### src/rtl/acondicionador_entradas_pkg.sv
// Shared definitions for the input conditioning block: button FSM states
// and default timing parameters (cycles at 100 MHz).
package acondicionador_entradas_pkg;

  typedef enum logic [1:0] {
    IDLE    = 2'd0,
    PRESSED = 2'd1,
    REPEAT  = 2'd2
  } btn_state_e;

  localparam int DEBOUNCE_CYCLES_DEF = 1000000;
  localparam int REPEAT_DELAY_DEF    = 50000000;
  localparam int REPEAT_PERIOD_DEF   = 20000000;

  function automatic int max_int(input int a, input int b);
    return (a > b) ? a : b;
  endfunction

endpackage

### src/rtl/acondicionador_entradas_filtro_rebote.sv
// One input channel: 2-flop synchronizer followed by a stability counter that
// flips the debounced level after DEBOUNCE_CYCLES consecutive differing samples.
module filtro_rebote
  import acondicionador_entradas_pkg::*;
#(
  parameter int DEBOUNCE_CYCLES = DEBOUNCE_CYCLES_DEF
) (
  input  logic clk,
  input  logic reset,
  input  logic raw_i,
  output logic level_o,
  output logic rise_o,
  output logic fall_o
);

  localparam int CW = $clog2(DEBOUNCE_CYCLES) + 1;
  localparam logic [CW-1:0] CNT_LAST = CW'(DEBOUNCE_CYCLES - 1);

  logic          meta_q, sync_q;
  logic          level_q, level_d;
  logic [CW-1:0] cnt_q, cnt_d;
  logic          flip;

  always_ff @(posedge clk or negedge reset) begin
    if (!reset) begin
      meta_q  <= 1'b0;
      sync_q  <= 1'b0;
      level_q <= 1'b0;
      cnt_q   <= '0;
    end else begin
      meta_q  <= raw_i;
      sync_q  <= meta_q;
      level_q <= level_d;
      cnt_q   <= cnt_d;
    end
  end

  // rise/fall announce the level change on the same edge that commits it,
  // so downstream registers line up with the new level.
  always_comb begin
    flip    = (sync_q != level_q) && (cnt_q == CNT_LAST);
    level_d = flip ? ~level_q : level_q;
    cnt_d   = ((sync_q == level_q) || flip) ? '0 : cnt_q + 1'b1;
  end

  assign level_o = level_q;
  assign rise_o  = flip & ~level_q;
  assign fall_o  = flip & level_q;

endmodule

### src/rtl/acondicionador_entradas.sv
// Conditions the board pushbuttons and slide switches: debounced switch levels
// plus single-cycle press pulses with auto-repeat on the up/down buttons.
module acondicionador_entradas
  import acondicionador_entradas_pkg::*;
#(
  parameter int DEBOUNCE_CYCLES = DEBOUNCE_CYCLES_DEF,
  parameter int REPEAT_DELAY    = REPEAT_DELAY_DEF,
  parameter int REPEAT_PERIOD   = REPEAT_PERIOD_DEF
) (
  input  logic clk,
  input  logic reset,
  input  logic btn_arriba,
  input  logic btn_abajo,
  input  logic btn_izquierda,
  input  logic btn_derecha,
  input  logic sw_escribe,
  input  logic sw_crono,
  input  logic sw_reset,
  input  logic sw_cr_activo,
  output logic push_arriba,
  output logic push_abajo,
  output logic push_izquierda,
  output logic push_derecha,
  output logic escribe1,
  output logic crono1,
  output logic reset1,
  output logic cr_activo1
);

  localparam int RW = $clog2(max_int(REPEAT_DELAY, REPEAT_PERIOD)) + 1;
  localparam logic [RW-1:0] DELAY_LAST  = RW'(REPEAT_DELAY - 1);
  localparam logic [RW-1:0] PERIOD_LAST = RW'(REPEAT_PERIOD - 1);

  logic [7:0]    rawIn, levelAll, riseAll, fallAll;
  logic [11:0]   unusedBits;
  btn_state_e    state_q [4];
  logic [RW-1:0] rcnt_q  [4];
  logic [3:0]    want, push_q, push_d;

  // Channels 0..3 are buttons (up, down, left, right), 4..7 are switches.
  assign rawIn = {sw_cr_activo, sw_reset, sw_crono, sw_escribe,
                  btn_derecha, btn_izquierda, btn_abajo, btn_arriba};

  for (genvar k = 0; k < 8; k++) begin : g_canal
    filtro_rebote #(.DEBOUNCE_CYCLES(DEBOUNCE_CYCLES)) u_filtro (
      .clk    (clk),
      .reset  (reset),
      .raw_i  (rawIn[k]),
      .level_o(levelAll[k]),
      .rise_o (riseAll[k]),
      .fall_o (fallAll[k])
    );
  end

  assign unusedBits = {levelAll[3:0], riseAll[7:4], fallAll[7:4]};

  // A release always wins over a pending repeat; up+down coincident pulses cancel.
  always_comb begin
    want = '0;
    for (int i = 0; i < 4; i++) begin
      if (!fallAll[i]) begin
        case (state_q[i])
          IDLE:    want[i] = riseAll[i];
          PRESSED: want[i] = (i < 2) && (rcnt_q[i] == DELAY_LAST);
          REPEAT:  want[i] = (rcnt_q[i] == PERIOD_LAST);
          default: want[i] = 1'b0;
        endcase
      end
    end
    push_d = want & ~{2'b00, want[0] & want[1], want[0] & want[1]};
  end

  always_ff @(posedge clk or negedge reset) begin
    if (!reset) begin
      push_q <= '0;
      for (int i = 0; i < 4; i++) begin
        state_q[i] <= IDLE;
        rcnt_q[i]  <= '0;
      end
    end else begin
      push_q <= push_d;
      for (int i = 0; i < 4; i++) begin
        if (fallAll[i]) begin
          state_q[i] <= IDLE;
          rcnt_q[i]  <= '0;
        end else begin
          case (state_q[i])
            IDLE: begin
              if (riseAll[i]) begin
                state_q[i] <= PRESSED;
                rcnt_q[i]  <= '0;
              end
            end
            PRESSED: begin
              if (i < 2) begin
                if (rcnt_q[i] == DELAY_LAST) begin
                  state_q[i] <= REPEAT;
                  rcnt_q[i]  <= '0;
                end else begin
                  rcnt_q[i] <= rcnt_q[i] + 1'b1;
                end
              end
            end
            REPEAT: begin
              if (rcnt_q[i] == PERIOD_LAST) rcnt_q[i] <= '0;
              else                          rcnt_q[i] <= rcnt_q[i] + 1'b1;
            end
            default: begin
              state_q[i] <= IDLE;
              rcnt_q[i]  <= '0;
            end
          endcase
        end
      end
    end
  end

  assign push_arriba    = push_q[0];
  assign push_abajo     = push_q[1];
  assign push_izquierda = push_q[2];
  assign push_derecha   = push_q[3];
  assign escribe1       = levelAll[4];
  assign crono1         = levelAll[5];
  assign reset1         = levelAll[6];
  assign cr_activo1     = levelAll[7];

endmodule

### config.mk
export PLATFORM = sky130hd
export DESIGN_NAME = acondicionador_entradas
export DESIGN_NICKNAME = d
export VERILOG_FILES = /design/src/rtl/acondicionador_entradas_pkg.sv /design/src/rtl/acondicionador_entradas_filtro_rebote.sv /design/src/rtl/acondicionador_entradas.sv
export SDC_FILE = /design/constraint.sdc
export NUM_CORES = 1
export LEC_CHECK = 0
export ABC_CLOCK_PERIOD_IN_PS = 8300
export BUFFER_PORTS_ARGS = -buffer_cell sky130_fd_sc_hd__buf_4
export CORE_ASPECT_RATIO = 1.5
export CORE_MARGIN = 10
export CORE_UTILIZATION = 40
export CTS_BUF_LIST = sky130_fd_sc_hd__clkbuf_4 sky130_fd_sc_hd__clkbuf_8
export DETAILED_ROUTE_END_ITERATION = 8
export GPL_TIMING_DRIVEN = 0
export REMOVE_ABC_BUFFERS = 1
export SLEW_MARGIN = 20
export SYNTH_ARGS = -nofsm -noshare
export SYNTH_HDL_FRONTEND = slang
export SYNTH_HIERARCHICAL = 1
export SYNTH_SLANG_ARGS = --single-unit
### constraint.sdc
create_clock -name clk -period 8.3 [get_ports clk]
set_input_delay 0.83 -clock clk [delete_from_list [all_inputs] [get_ports clk]]
set_output_delay 0.83 -clock clk [all_outputs]
set_load 0.03 [all_outputs]
=== Yosys cells after proc, flatten, opt, wreduce, memory -nomap -nowiden ===
Index checks and enable logic that the tools add are counted.

* Register bits: 312
* Input bits: 10
* Output and inout port bits: 8

* Add/sub/neg operators: 12
* Eq/ne operators: 50
* Multiplexer cells: 48
* Bitwise logic cells: 19
* Reductions and logical operators: 28

{| class="wikitable"
|+ Operators by type and width
! kind !! count
|-
| 27-bit two-way mux || 14
|-
| 27-bit one-hot mux with 3 select lines || 4
|-
| 21-bit by 1-bit adder with 21-bit output, second input constant || 8
|-
| 21-bit by 20-bit equality test with 1-bit output, second input constant || 8
|-
| 21-bit two-way mux || 8
|-
| 27-bit by 1-bit adder with 27-bit output, second input constant || 4
|-
| 27-bit by 25-bit equality test with 1-bit output, second input constant || 4
|-
| 27-bit by 26-bit equality test with 1-bit output, second input constant || 2
|-
| 2-bit two-way mux || 10
|-
| 2-bit by 1-bit != test with 1-bit output, second input constant || 6
|-
| 3-bit by 1-bit != test with 1-bit output, second input constant || 4
|-
| 2-bit one-hot mux with 3 select lines || 2
|-
| 1-bit bitwise AND || 9
|-
| 1-bit equality test || 8
|-
| 2-bit by 1-bit equality test with 1-bit output, second input constant || 4
|-
| 2-bit equality test, second input constant || 4
|-
| 1-bit logical AND || 8
|-
| 2-bit logical NOT || 4
|-
| 1-bit logical OR || 8
|-
| 1-bit != test || 8
|-
| 1-bit inverter || 8
|-
| 2-bit one-hot mux with 2 select lines || 2
|-
| 2-bit AND reduction || 4
|-
| 3-bit by 2-bit != test with 1-bit output, second input constant || 2
|-
| 7 further kinds || 14
|}

=== Logic depth before layout (Yosys ltp) ===
Gate-level depths: netlist (run 1).

* Word-level depth: 8
* Mapped depth: 12
* Gate-level depth less buffers: 11

=== Cells and area by module ===
Netlist (run 1), hierarchy kept.

{| class="wikitable"
|+ Modules (own cells, without submodules)
! module !! instances !! cells each !! area an instance (um^2)
|-
| filtro_rebote (g_canal[0].u_filtro ...) || 7 || 120 || 1,232.4
|-
| acondicionador_entradas || 1 || 418 || 3,701.0
|-
| filtro_rebote (g_canal[7].u_filtro) || 1 || 117 || 1,196.1
|}

=== Least setup slack after synthesis (run 1) ===
No wires, ideal clock.

* Path type: register to register
* Start point: register g_canal[0].u_filtro.cnt_q[12]
* End point: register rcnt_q[107] (netlist bit)
* Data arrival time: 3.167 ns
* Slack: 5.001 ns
* Stages on the path, launching flop included: 12
* Path buffers: 1
* Clock period less this slack: 3.299 ns
* Path through: dfrtp_1 clkbuf_2 nor4_1 nand4_1 or3_4 nor3b_1 or3b_2 nand4_1 or3_1 or4_1 xor2_1 nor2_1

* Longest elaborated chain between the ends: 4

{| class="wikitable"
|+ Ends and longest elaborated chain
! element !! line !! RTL
|-
| from (decl) || acondicionador_entradas_filtro_rebote.sv:21 || <nowiki>logic [CW-1:0] cnt_q, cnt_d;</nowiki>
|-
| from (signal assigned) || acondicionador_entradas_filtro_rebote.sv:34 || <nowiki>cnt_q <= cnt_d;</nowiki>
|-
| 21-bit by 20-bit equality test with 1-bit output (*) || acondicionador_entradas_filtro_rebote.sv:41 || <nowiki>flip = (sync_q != level_q) && (cnt_q == CNT_LAST);</nowiki>
|-
| 1-bit logical AND (*) || acondicionador_entradas_filtro_rebote.sv:41 ||
|-
| 1-bit bitwise AND (*) || acondicionador_entradas_filtro_rebote.sv:48 || <nowiki>assign fall_o = flip & level_q;</nowiki>
|-
| via fallAll[0] || acondicionador_entradas.sv:34 || <nowiki>logic [7:0] rawIn, levelAll, riseAll, fallAll;</nowiki>
|-
| 3-bit by 1-bit != test with 1-bit output (no source line) / 27-bit two-way mux (equally long branches) || n/a ||
|-
| to (signal, indexed assignment) || acondicionador_entradas.sv:100 || <nowiki>rcnt_q[i] <= rcnt_q[i] + 1'b1;</nowiki>
|-
| to (signal, indexed assignment) || acondicionador_entradas.sv:106 || <nowiki>else rcnt_q[i] <= rcnt_q[i] + 1'b1;</nowiki>
|-
| to (decl) || acondicionador_entradas.sv:37 || <nowiki>logic [RW-1:0] rcnt_q [4];</nowiki>
|}

The timed path passes the listed nets; every way through them passes the cells marked *.
A chain may end at the register's enable or synchronous reset.

=== Worst setup path in the final report (run 1) ===
* Start point: register g_canal[1].u_filtro.cnt_q[0]
* End point: register rcnt_q[77] (netlist bit)

* Longest elaborated chain between the ends: 4

{| class="wikitable"
|+ Ends and longest elaborated chain
! element !! line
|-
| from (decl) || acondicionador_entradas_filtro_rebote.sv:21
|-
| from (signal assigned) || acondicionador_entradas_filtro_rebote.sv:34
|-
| 21-bit by 20-bit equality test with 1-bit output (*) || acondicionador_entradas_filtro_rebote.sv:41
|-
| 1-bit logical AND (*) || acondicionador_entradas_filtro_rebote.sv:41
|-
| 1-bit bitwise AND (*) || acondicionador_entradas_filtro_rebote.sv:48
|-
| via fallAll[1] || acondicionador_entradas.sv:34
|-
| 3-bit by 1-bit != test with 1-bit output (no source line) / 27-bit two-way mux (equally long branches) || n/a
|}

Marked as above.

==> metrics, run 1 <==
status=finished clean; slew margin rel.=0.334; Worst Path Required=8.80 ns; RR Endpoint=rcnt_q[77]$_DFFE_PN0P_; Setup Fix Bufs, Post-CTS=0; worst reg2reg path depth=10; Mean Syn Cell Area=about 9.8 um^2; vias=a little over 10k; CP arrival=between 4 and 5 ns; Via density=about 5.5; number of global-route vias before repair=approximately 10k; Fmax=257 MHz; cts repair resizes=0; RSZ-0062 raised after global routing=no; CP startpoint=g_canal[1].u_filtro/cnt_q[0]$_DFF_PN0_; combinational share of power=0.024; Clk Latency, worst-skew pair=between 0.5 and 0.6 ns; Sw Ratio=0.220; power per cell area=~170 nW/um^2; largest net degree at the start of global routing=slightly below 100; Die W=170 um; wire per inst=about 15 um; P_sw=0.576 mW; DRT antenna net count=0; worst stage delay on the critical path=between 0.6 and 0.7 ns; MaxCap Viol Count=0; Die Ht=245 um; Residual DRC=0; Clock transition at path regs=about 0.06 ns; CP endpoint=rcnt_q[77]$_DFFE_PN0P_; pin slew with the least headroom to its limit=between 0.9 and 1 ns; R2R Setup Slk=between 4 and 5 ns; Yosys Warn Count=6; CTS sink count=about 260; fillcell total=~3.2k; TritonCTS clock tree=built; Worst Hold Class=input port to asynchronous set/reset pin; CTS Buffer Depth=3; commonest non-fill, non-tap cell in the layout=dfrtp_1; Remaining Overflow, GRT=0; CP Capture Type=flop; Root Driver=clkbuf_8; sum of negative setup slack=0 ns; area of the die=41600 um^2; period utilization=0.469; first-pass GRT wire length=48.4 mm; IO Pins=18; endpoints failing setup=0; Pre-Repair DR Iteration Count=4; Sequential Area=~6400 um^2; initial antenna violation count=0; CTS buffer count=43; Post-Synthesis Cell Area=about 13000 um^2; Period minus WS final=3.89 ns; Cell Int Power=a little over 2 mW; final wirelength=27.2 mm; Pleak=about 5.9 nW; share of layout cells above drive strength 1=0.117; clock share of power=0.488; CTS H-tree lvls=2; Syn Inst Count=1367; CP Cell Sequence=ha_1, and3_1, nand3_1, or3_4, nor3b_1, nor3b_2, buf_6, a21oi_2, or3b_2, nand3_1; RD Place Congestion=~0.83; final net count=approximately 1.4k; CP most frequent cell=nand3_1; HPWL after detailed placement=18.4 mm; maximum vdd drop=between 0.00008 and 0.00009 V; Sequential Power Share=0.488; Max Slew Vio Count=0; CP max-delay cell=a21oi_2; GRT Total Usage=0.134; RR Startpoint=g_canal[1].u_filtro/cnt_q[0]$_DFF_PN0_; floorplan row count=82; Final Hold Vio Count=0; commonest non-fill, non-tap cells in the layout=dfrtp_1 (256), nor2_1 (182), nand2_1 (106), xnor2_1 (100), nand3_1 (83); Crit Path Max Fanout=19; Worst Setup Start Kind=flop; Hold-fix buffers, CTS=0; core area=33300 um^2; Core Util, Final=0.452; Port-buffer cells=17; Detailed Route Iter0 Violations=around 540; area of the multi-input gates=6790 um^2; CP Class=flop to flop; Worst Skew=0.0230 ns; Area Growth Syn to Fin=12.0%; Initial Util=0.404
## worst min path at each step
stage                                              start                                       to  cells past startpoint
finish                                             reset  g_canal[6].u_filtro/cnt_q[15]$_DFF_PN0_                      1
global route                                       reset  g_canal[5].u_filtro/level_o$_DFFE_PN0P_                      1
CTS                                                reset  g_canal[6].u_filtro/cnt_q[19]$_DFF_PN0_                      1
detailed placement  g_canal[3].u_filtro/meta_q$_DFF_PN0_     g_canal[3].u_filtro/sync_q$_DFF_PN0_                      0
global placement    g_canal[4].u_filtro/meta_q$_DFF_PN0_     g_canal[4].u_filtro/sync_q$_DFF_PN0_                      0
floorplan           g_canal[0].u_filtro/meta_q$_DFF_PN0_     g_canal[0].u_filtro/sync_q$_DFF_PN0_                      0
## metal layers
layer,share of wire,GRT usage
met1,0.43,0.154
met2,0.52,0.242
met3,0.025,0.0214
met4,0.027,0.0533
met5,0,0
## state kept, by name, indices dropped and copies added (netlist names)
signal                    count
g_canal.u_filtro/cnt_q      168
rcnt_q                       54
g_canal.u_filtro/level_o      8
g_canal.u_filtro/meta_q       8
g_canal.u_filtro/sync_q       8
state_q                       6
push_q                        4
## power by group through the flow
stage,Sequential [mW],Clock (mW),Combinational [mW]
after floorplan,1.30,0,0.0253
after global placement,1.30,0,0.0614
after detailed placement,1.30,0,0.0660
after CTS,1.28,1.33,0.0662
after global routing,1.28,1.38,0.0736
final,1.28,1.28,0.0625
## through the flow
| step | hold WS, ns | instance area [um^2] | total power [mW] | setup slack, ns | cells |
|---|---|---|---|---|---|
| floorplan | 0.331 | 13300 | 1.32 | 4.99 | 1342 |
| global placement | 0.333 | 14000 | 1.36 | 4.00 | 1779 |
| detailed placement | 0.335 | 14100 | 1.37 | 4.38 | 1783 |
| CTS | 0.207 | 15100 | 2.68 | 4.36 | 1858 |
| global route | 0.244 | 15100 | 2.73 | 4.02 | 1858 |
| finish | 0.184 | 15100 | 2.62 | 4.41 | 1859 |
## cell type report
type                       instances  area share
clock buffer                      64      0.0551
clock inverter                    11      0.0103
tap                              420      0.0349
timing repair buffer              21      0.0139
inverter                          42      0.0105
multi-input combinational       1044       0.450
antenna                            1    0.000166
sequential                       256       0.425
## worst max-delay path, delay by kind of cell (launching register included)
kind	cells	cell delay, ns
buffers and inverters	1	0.21
flip-flops	1	0.43
AND/OR/NAND/NOR	7	2.28
AO/OA/AOI/OAI	1	0.67
adder cells (fa/ha/maj)	1	0.23
Note: power is estimated with default switching activity, not from simulation.
==> run 2, diff against run 1 <==
--- a/config.mk
+++ b/config.mk
@@ -5,7 +5,7 @@
 export SDC_FILE = /design/constraint.sdc
 export NUM_CORES = 1
 export LEC_CHECK = 0
-export ABC_CLOCK_PERIOD_IN_PS = 8300
+export ABC_CLOCK_PERIOD_IN_PS = 3500
 export BUFFER_PORTS_ARGS = -buffer_cell sky130_fd_sc_hd__buf_4
 export CORE_ASPECT_RATIO = 1.5
 export CORE_MARGIN = 10
==> constraint.sdc (replaced) <==
create_clock -name clk -period 3.5 [get_ports clk]
set_input_delay 0.35 -clock clk [delete_from_list [all_inputs] [get_ports clk]]
set_output_delay 0.35 -clock clk [all_outputs]
set_load 0.03 [all_outputs]
==> run 2 against run 1 <==
  * Die area unchanged
  * Global-route usage increased by 0.068 points
  * Via count up 0.87%
  * Sequential power grew 140%
  * Register-to-register slack lost 4.3 ns
  * Final area grew 1.3%
  * Critical endpoint is now rcnt_q[107]$_DFFE_PN0P_
  * Largest cell class unchanged
==> metrics, run 2 (synthesized netlist as in run 1, its figures left out) <==
status=finished clean; CP arrival=3.83 ns (-0.56 ns); area of the die=41600 um^2 (unchanged); wire per inst=14.6 um (about the same); final worst setup slack=0.100 ns (-4.31 ns); Most flops, register=g_canal.u_filtro/cnt_q; core area=33300 um^2 (unchanged); initial antenna violation count=0 (unchanged); CP Capture Type=flop; Worst Skew=0.0232 ns (+0.000151 ns); Worst Setup Start Kind=flop; R2R Setup Slk=0.10 ns (-4.31 ns); vias=10.3k (+0.87%); Finished Layout Cells=1875 (+0.86%); Root Driver=clkbuf_8; fillcell total=3138 (-0.60%); Post-DP Area=14100 um^2 (unchanged); commonest non-fill, non-tap cell in the layout=dfrtp_1; met2 GRT Util=0.244 (+0.00187); Largest regs=g_canal.u_filtro/cnt_q (168), rcnt_q (54); number of flip-flops in the largest register=168 (unchanged); grt peak-use layer=met2; Max Slew Vio Count=0 (unchanged); final net count=1454 (+1.1%); CTS H-tree lvls=2 (unchanged); period utilization=0.971 (+0.502); Core Util, Final=0.458 (+0.00604); power per cell area=407 nW/um^2 (+130%); floorplan row count=82 (unchanged); Final Instance Area=15300 um^2 (+1.3%); TritonCTS clock tree=built; Pre-Repair DR Iteration Count=4 (unchanged); P_sw=1.37 mW (+140%); share of layout cells above drive strength 1=0.125 (+0.00834); endpoints failing setup=0 (unchanged); Die Ht=245 um (unchanged); Residual DRC=0 (unchanged); Period minus WS final=3.40 ns (-0.493 ns); placed cells=1783 (unchanged); Sw Ratio=0.220 (about the same); Cell Int Power=4.85 mW (+140%); Die W=170 um (unchanged); combinational share of power=0.025 (about the same); largest net degree at the start of global routing=98 (unchanged); Fmax=294 MHz (+15%); met3 Track Usage GR=0.0215 (+0.000161); worst reg2reg path depth=10 (unchanged); Worst Hold Class=input port to asynchronous set/reset pin; final wirelength=27.4 mm (+0.90%); number of global-route vias before repair=10.4k (+0.73%); Remaining Overflow, GRT=0 (unchanged); Sequential Power Share=0.488 (about the same); HPWL after detailed placement=18.4 mm (unchanged); first-pass GRT wire length=48.6 mm (+0.53%); sum of negative setup slack=0 ns (unchanged); pin slew with the least headroom to its limit=0.994 ns (+0.00467 ns); RR Startpoint=g_canal[0].u_filtro/cnt_q[12]$_DFF_PN0_; Clk Latency, worst-skew pair=0.57 ns (about the same); Worst Path Required=3.93 ns (-4.87 ns); Area Growth Syn to Fin=13.4%; RSZ-0062 raised after global routing=yes; CP Class=flop to flop; IO Pins=18 (unchanged); GRT Total Usage=0.135 (+0.000679); Via density=5.51 (about the same); MaxCap Viol Count=0 (unchanged); CTS sink count=256 (unchanged); maximum vdd drop=0.000216 V (+140%); met1 Use GR=0.154 (+0.000301); Port-buffer cells=17 (unchanged); CTS buffer count=43 (unchanged); Clock transition at path regs=0.06 ns (about the same); Crit Path Max Fanout=7 (-12); CTS Buffer Depth=3 (unchanged); Initial Util=0.404 (unchanged); RD Place Congestion=0.831 (unchanged); DP Worst Slack=-0.418 ns (-4.80 ns); Tot Pwr=6.22 mW (+140%); clock share of power=0.487 (about the same); RR Endpoint=rcnt_q[107]$_DFFE_PN0P_; commonest non-fill, non-tap cells in the layout=dfrtp_1 (256), nor2_1 (181), nand2_1 (106), xnor2_1 (100), nand3_1 (82); DRT antenna net count=0 (unchanged); Final Hold Vio Count=0 (unchanged); Hold Slack=0.307 ns (+0.123 ns); Pleak=6.01 nW (+1.6%); Detailed Route Iter0 Violations=534 (-0.56%); slew margin rel.=0.331 (-0.00314)
[run 2: routing by layer]
metal / routed length, um / part of all wire
met5: 0 / 0
met4: 753 / 0.027
met3: 718 / 0.026
met2: 14400 / 0.52
met1: 11600 / 0.42
[run 2: timing repair]
action                                  in CTS  in global routing
gates resized for setup                      6                  5
pin swaps                                    1                  1
endpoints found under the setup margin      34                 24
hold endpoints to repair                    73                  0
setup buffers                                1                  6
hold buffers                                 9                  0
[run 2: layout make-up]
cell class	instances	area, um^2	share of cell area
Tap cell	420	526	0.0344
Timing Repair Buffer	37	352	0.0230
Sequential cell	256	6410	0.419
Inverter	42	158	0.0103
Clock inverter	11	155	0.0102
Clock buffer	64	831	0.0544
Antenna cell	1	2.50	0.000164
Multi-Input combinational cell	1044	6850	0.448
[run 2: worst max-delay path: stages (launching register included)]
cell and delay (ns):
dfrtp_1 0.45, nor4_1 0.29, nand4_1 0.24, or3_4 0.48, nor3b_4 0.28, or3b_2 0.23, nand4_1 0.14, or3_1 0.40
or4_1 0.53, xor2_1 0.16, nor2_1 0.06
[run 2: how the worst max path moves through the flow]
stage | start | end | slack, ns | cells after the start
3_5_place_dp | g_canal[1].u_filtro/cnt_q[0]$_DFF_PN0_ | rcnt_q[77]$_DFFE_PN0P_ | -0.42 | 10
6_report | g_canal[0].u_filtro/cnt_q[12]$_DFF_PN0_ | rcnt_q[107]$_DFFE_PN0P_ | 0.10 | 10
4_1_cts | g_canal[0].u_filtro/cnt_q[0]$_DFF_PN0_ | rcnt_q[107]$_DFFE_PN0P_ | 0.02 | 11
3_3_place_gp | g_canal[1].u_filtro/cnt_q[0]$_DFF_PN0_ | rcnt_q[63]$_DFFE_PN0P_ | -0.80 | 9
5_1_grt | g_canal[0].u_filtro/cnt_q[12]$_DFF_PN0_ | rcnt_q[107]$_DFFE_PN0P_ | -0.13 | 10
2_1_floorplan | g_canal[0].u_filtro/cnt_q[0]$_DFF_PN0_ | rcnt_q[107]$_DFFE_PN0P_ | 0.19 | 11
[run 2: power groups by stage]
stage                     combinational, mW  clock [mW]  sequential (mW)
after floorplan                      0.0600           0             3.08
after global placement                0.146           0             3.08
after detailed placement              0.157           0             3.09
after CTS                             0.165        3.16             3.03
after global routing                  0.184        3.28             3.04
final                                 0.157        3.03             3.03
==> run 3, diff against run 2 <==
--- a/config.mk
+++ b/config.mk
@@ -6,12 +6,12 @@
 export NUM_CORES = 1
 export LEC_CHECK = 0
 export ABC_CLOCK_PERIOD_IN_PS = 3500
-export BUFFER_PORTS_ARGS = -buffer_cell sky130_fd_sc_hd__buf_4
 export CORE_ASPECT_RATIO = 1.5
 export CORE_MARGIN = 10
 export CORE_UTILIZATION = 40
 export CTS_BUF_LIST = sky130_fd_sc_hd__clkbuf_4 sky130_fd_sc_hd__clkbuf_8
 export DETAILED_ROUTE_END_ITERATION = 8
+export DONT_BUFFER_PORTS = 1
 export GPL_TIMING_DRIVEN = 0
 export REMOVE_ABC_BUFFERS = 1
 export SLEW_MARGIN = 20
==> run 3 against run 2 <==
  * The flow now finishes with violations (negative hold slack)
  * Power fell by 1.3%
  * Utilization is 0.75 points lower
  * First-iteration DRC count is 3.0% higher
  * Sequential cell count did not move
  * Clock power about the same
  * Die area is the same
  * Register-to-register slack got worse by 0.03 ns
  * Global-route usage about the same
  * Critical path type unchanged
==> metrics, run 3 (synthesized netlist as in run 1, its figures left out) <==
Port-buffer cells=0 (-17); CTS sink count=256 (unchanged); R2R Setup Slk=0.07 ns (-0.03 ns); Max Slew Vio Count=0 (unchanged); Hold-fix buffers, CTS=8 (-1); Root Driver=clkbuf_8; Most flops, register=g_canal.u_filtro/cnt_q; RR Startpoint=g_canal[0].u_filtro/cnt_q[12]$_DFF_PN0_; Worst Setup Start Kind=flop; period utilization=0.980 (+0.00851); DRT antenna net count=0 (unchanged); Period minus WS final=3.43 ns (+0.0298 ns); final wirelength=27.6 mm (+0.47%); pin slew with the least headroom to its limit=0.916 ns (-0.0782 ns); Worst Path Required=3.90 ns (-0.03 ns); Worst Skew=0.0309 ns (+0.00774 ns); CTS Buffer Depth=3 (unchanged); initial antenna violation count=1 (+1); Fmax=292 MHz (-0.87%); Die W=170 um (unchanged); number of flip-flops in the largest register=168 (unchanged); commonest non-fill, non-tap cells in the layout=dfrtp_1 (256), nor2_1 (181), nand2_1 (106), xnor2_1 (100), nand3_1 (82); core area=33300 um^2 (unchanged); GRT Total Usage=0.135 (+0.000267); CP Class=flop to flop; Worst Hold Class=input port to asynchronous set/reset pin; sum of negative setup slack=0 ns (unchanged); RR Endpoint=rcnt_q[107]$_DFFE_PN0P_; Pre-Repair DR Iteration Count=5 (+1); Via density=5.55 (+0.80%); worst reg2reg path depth=10 (unchanged); largest net degree at the start of global routing=257 (+160%); Pleak=5.85 nW (-2.7%); share of layout cells above drive strength 1=0.109 (-0.0158); Clk Latency, worst-skew pair=0.56 ns (about the same); RSZ-0062 raised after global routing=yes; IO Pins=18 (unchanged); Crit Path Max Fanout=7 (unchanged); Tot Pwr=6.14 mW (-1.3%); first-pass GRT wire length=48.7 mm (+0.20%); Detailed Route Iter0 Violations=550 (+3.0%); Area Growth Syn to Fin=11.6%; slew margin rel.=0.384 (+0.0526); Clock transition at path regs=0.06 ns (about the same); TritonCTS clock tree=built; endpoints failing setup=0 (unchanged); RD Place Congestion=0.825 (-0.71%); area of the die=41600 um^2 (unchanged); status=complete, but fails checks; Residual DRC=0 (unchanged); final net count=1429 (-1.7%); Remaining Overflow, GRT=0 (unchanged); Largest regs=g_canal.u_filtro/cnt_q (168), rcnt_q (54); Final Hold Vio Count=256 (+256); CP endpoint=rcnt_q[107]$_DFFE_PN0P_; wire per inst=14.9 um (+2.0%); CP Capture Type=flop; number of global-route vias before repair=10.5k (+1.5%); Initial Util=0.404 (unchanged); failing checks=negative hold slack; CP startpoint=g_canal[0].u_filtro/cnt_q[12]$_DFF_PN0_; commonest non-fill, non-tap cell in the layout=dfrtp_1; HPWL after detailed placement=18.1 mm (-1.5%); CTS H-tree lvls=2 (unchanged); vias=10.2k (-0.71%); CP arrival=3.83 ns (about the same); power per cell area=409 nW/um^2 (+0.35%); floorplan row count=82 (unchanged); maximum vdd drop=0.000237 V (+9.7%); CTS buffer count=44 (+2.3%); MaxCap Viol Count=0 (unchanged); Hold Slack=-0.509 ns (-0.815 ns); Die Ht=245 um (unchanged)
## run 3: cell types whose count changed in the layout (fill, tap and decap cells not counted), sizes merged
| cell | previous run | this run |
|---|---|---|
| clkinvlp | 0 | 1 |
| buf | 28 | 3 |
| clkinv | 7 | 6 |
| clkbuf | 64 | 61 |
| dlygate4sd3 | 9 | 8 |
| bufinv | 4 | 5 |
## run 3: area by class of cell
cell class / count / area (um^2)
antenna: 1 / 2.50
fill: 3157 / 18300
tap: 420 / 526
inverter: 42 / 158
clock buffer: 61 / 783
sequential: 256 / 6410
clock inverter: 12 / 188
multi-input combinational: 1044 / 6860
timing repair buffer: 11 / 106
## run 3: layer usage
metal	up-vias	track usage	share of wire	wire length, um
li1	5068	-	-	-
met3	38	0.0236	0.030	827
met5	-	0	0	0
met1	5045	0.153	0.42	11700
met4	0	0.0492	0.021	573
met2	98	0.247	0.53	14500
## run 3: stage by stage
stage / hold WS [ns] / util / area, um^2 / instances / worst slack (ns)
after global placement: 0.0635 / 0.416 / 13900 / 1762 / -0.846
after CTS: -0.552 / 0.449 / 15000 / 1845 / 0.00721
after detailed placement: 0.0671 / 0.416 / 13900 / 1763 / -0.341
after floorplan: 0.0544 / - / 13300 / 1342 / 0.192
final: -0.509 / 0.451 / 15000 / 1847 / 0.0706
after global routing: -0.543 / 0.451 / 15000 / 1847 / -0.152
## run 3: how the worst min path moves through the flow
| stage | startpoint | slack, ns | to | depth (start not counted) |
|---|---|---|---|---|
| detailed placement | reset | 0.07 | g_canal[6].u_filtro/cnt_q[20]$_DFF_PN0_ | 0 |
| global placement | reset | 0.06 | g_canal[6].u_filtro/cnt_q[15]$_DFF_PN0_ | 0 |
| CTS | reset | -0.55 | g_canal[3].u_filtro/cnt_q[15]$_DFF_PN0_ | 0 |
| global route | reset | -0.54 | g_canal[2].u_filtro/cnt_q[18]$_DFF_PN0_ | 0 |
| floorplan | reset | 0.05 | g_canal[0].u_filtro/cnt_q[0]$_DFF_PN0_ | 0 |
| finish | reset | -0.51 | g_canal[6].u_filtro/cnt_q[15]$_DFF_PN0_ | 0 |
## run 3: timing repair
item                                   4_1_cts  5_1_grt
pin swaps                                    1        1
endpoints found under the hold margin      264      256
buffers inserted                             1        1
setup endpoints to repair                   45       11
resized for setup                            7        6
## run 3: worst max-delay path, cell delays in order, from the launching register on
cell and delay [ns]:
dfrtp_1 0.45, nor4_1 0.32, nand4_1 0.25, or3_4 0.48, nor3b_2 0.31, or3b_4 0.22, nand4_1 0.14, or3_1 0.41
or4_1 0.50, xor2_1 0.15, nor2_1 0.06
## run 3: report_power, final
part	switching [mW]	total [mW]	internal, mW
registers	0.0410	3.03	2.99
logic	0.0504	0.0855	0.0351
clock network	1.21	3.02	1.81
total	1.30	6.14	4.83
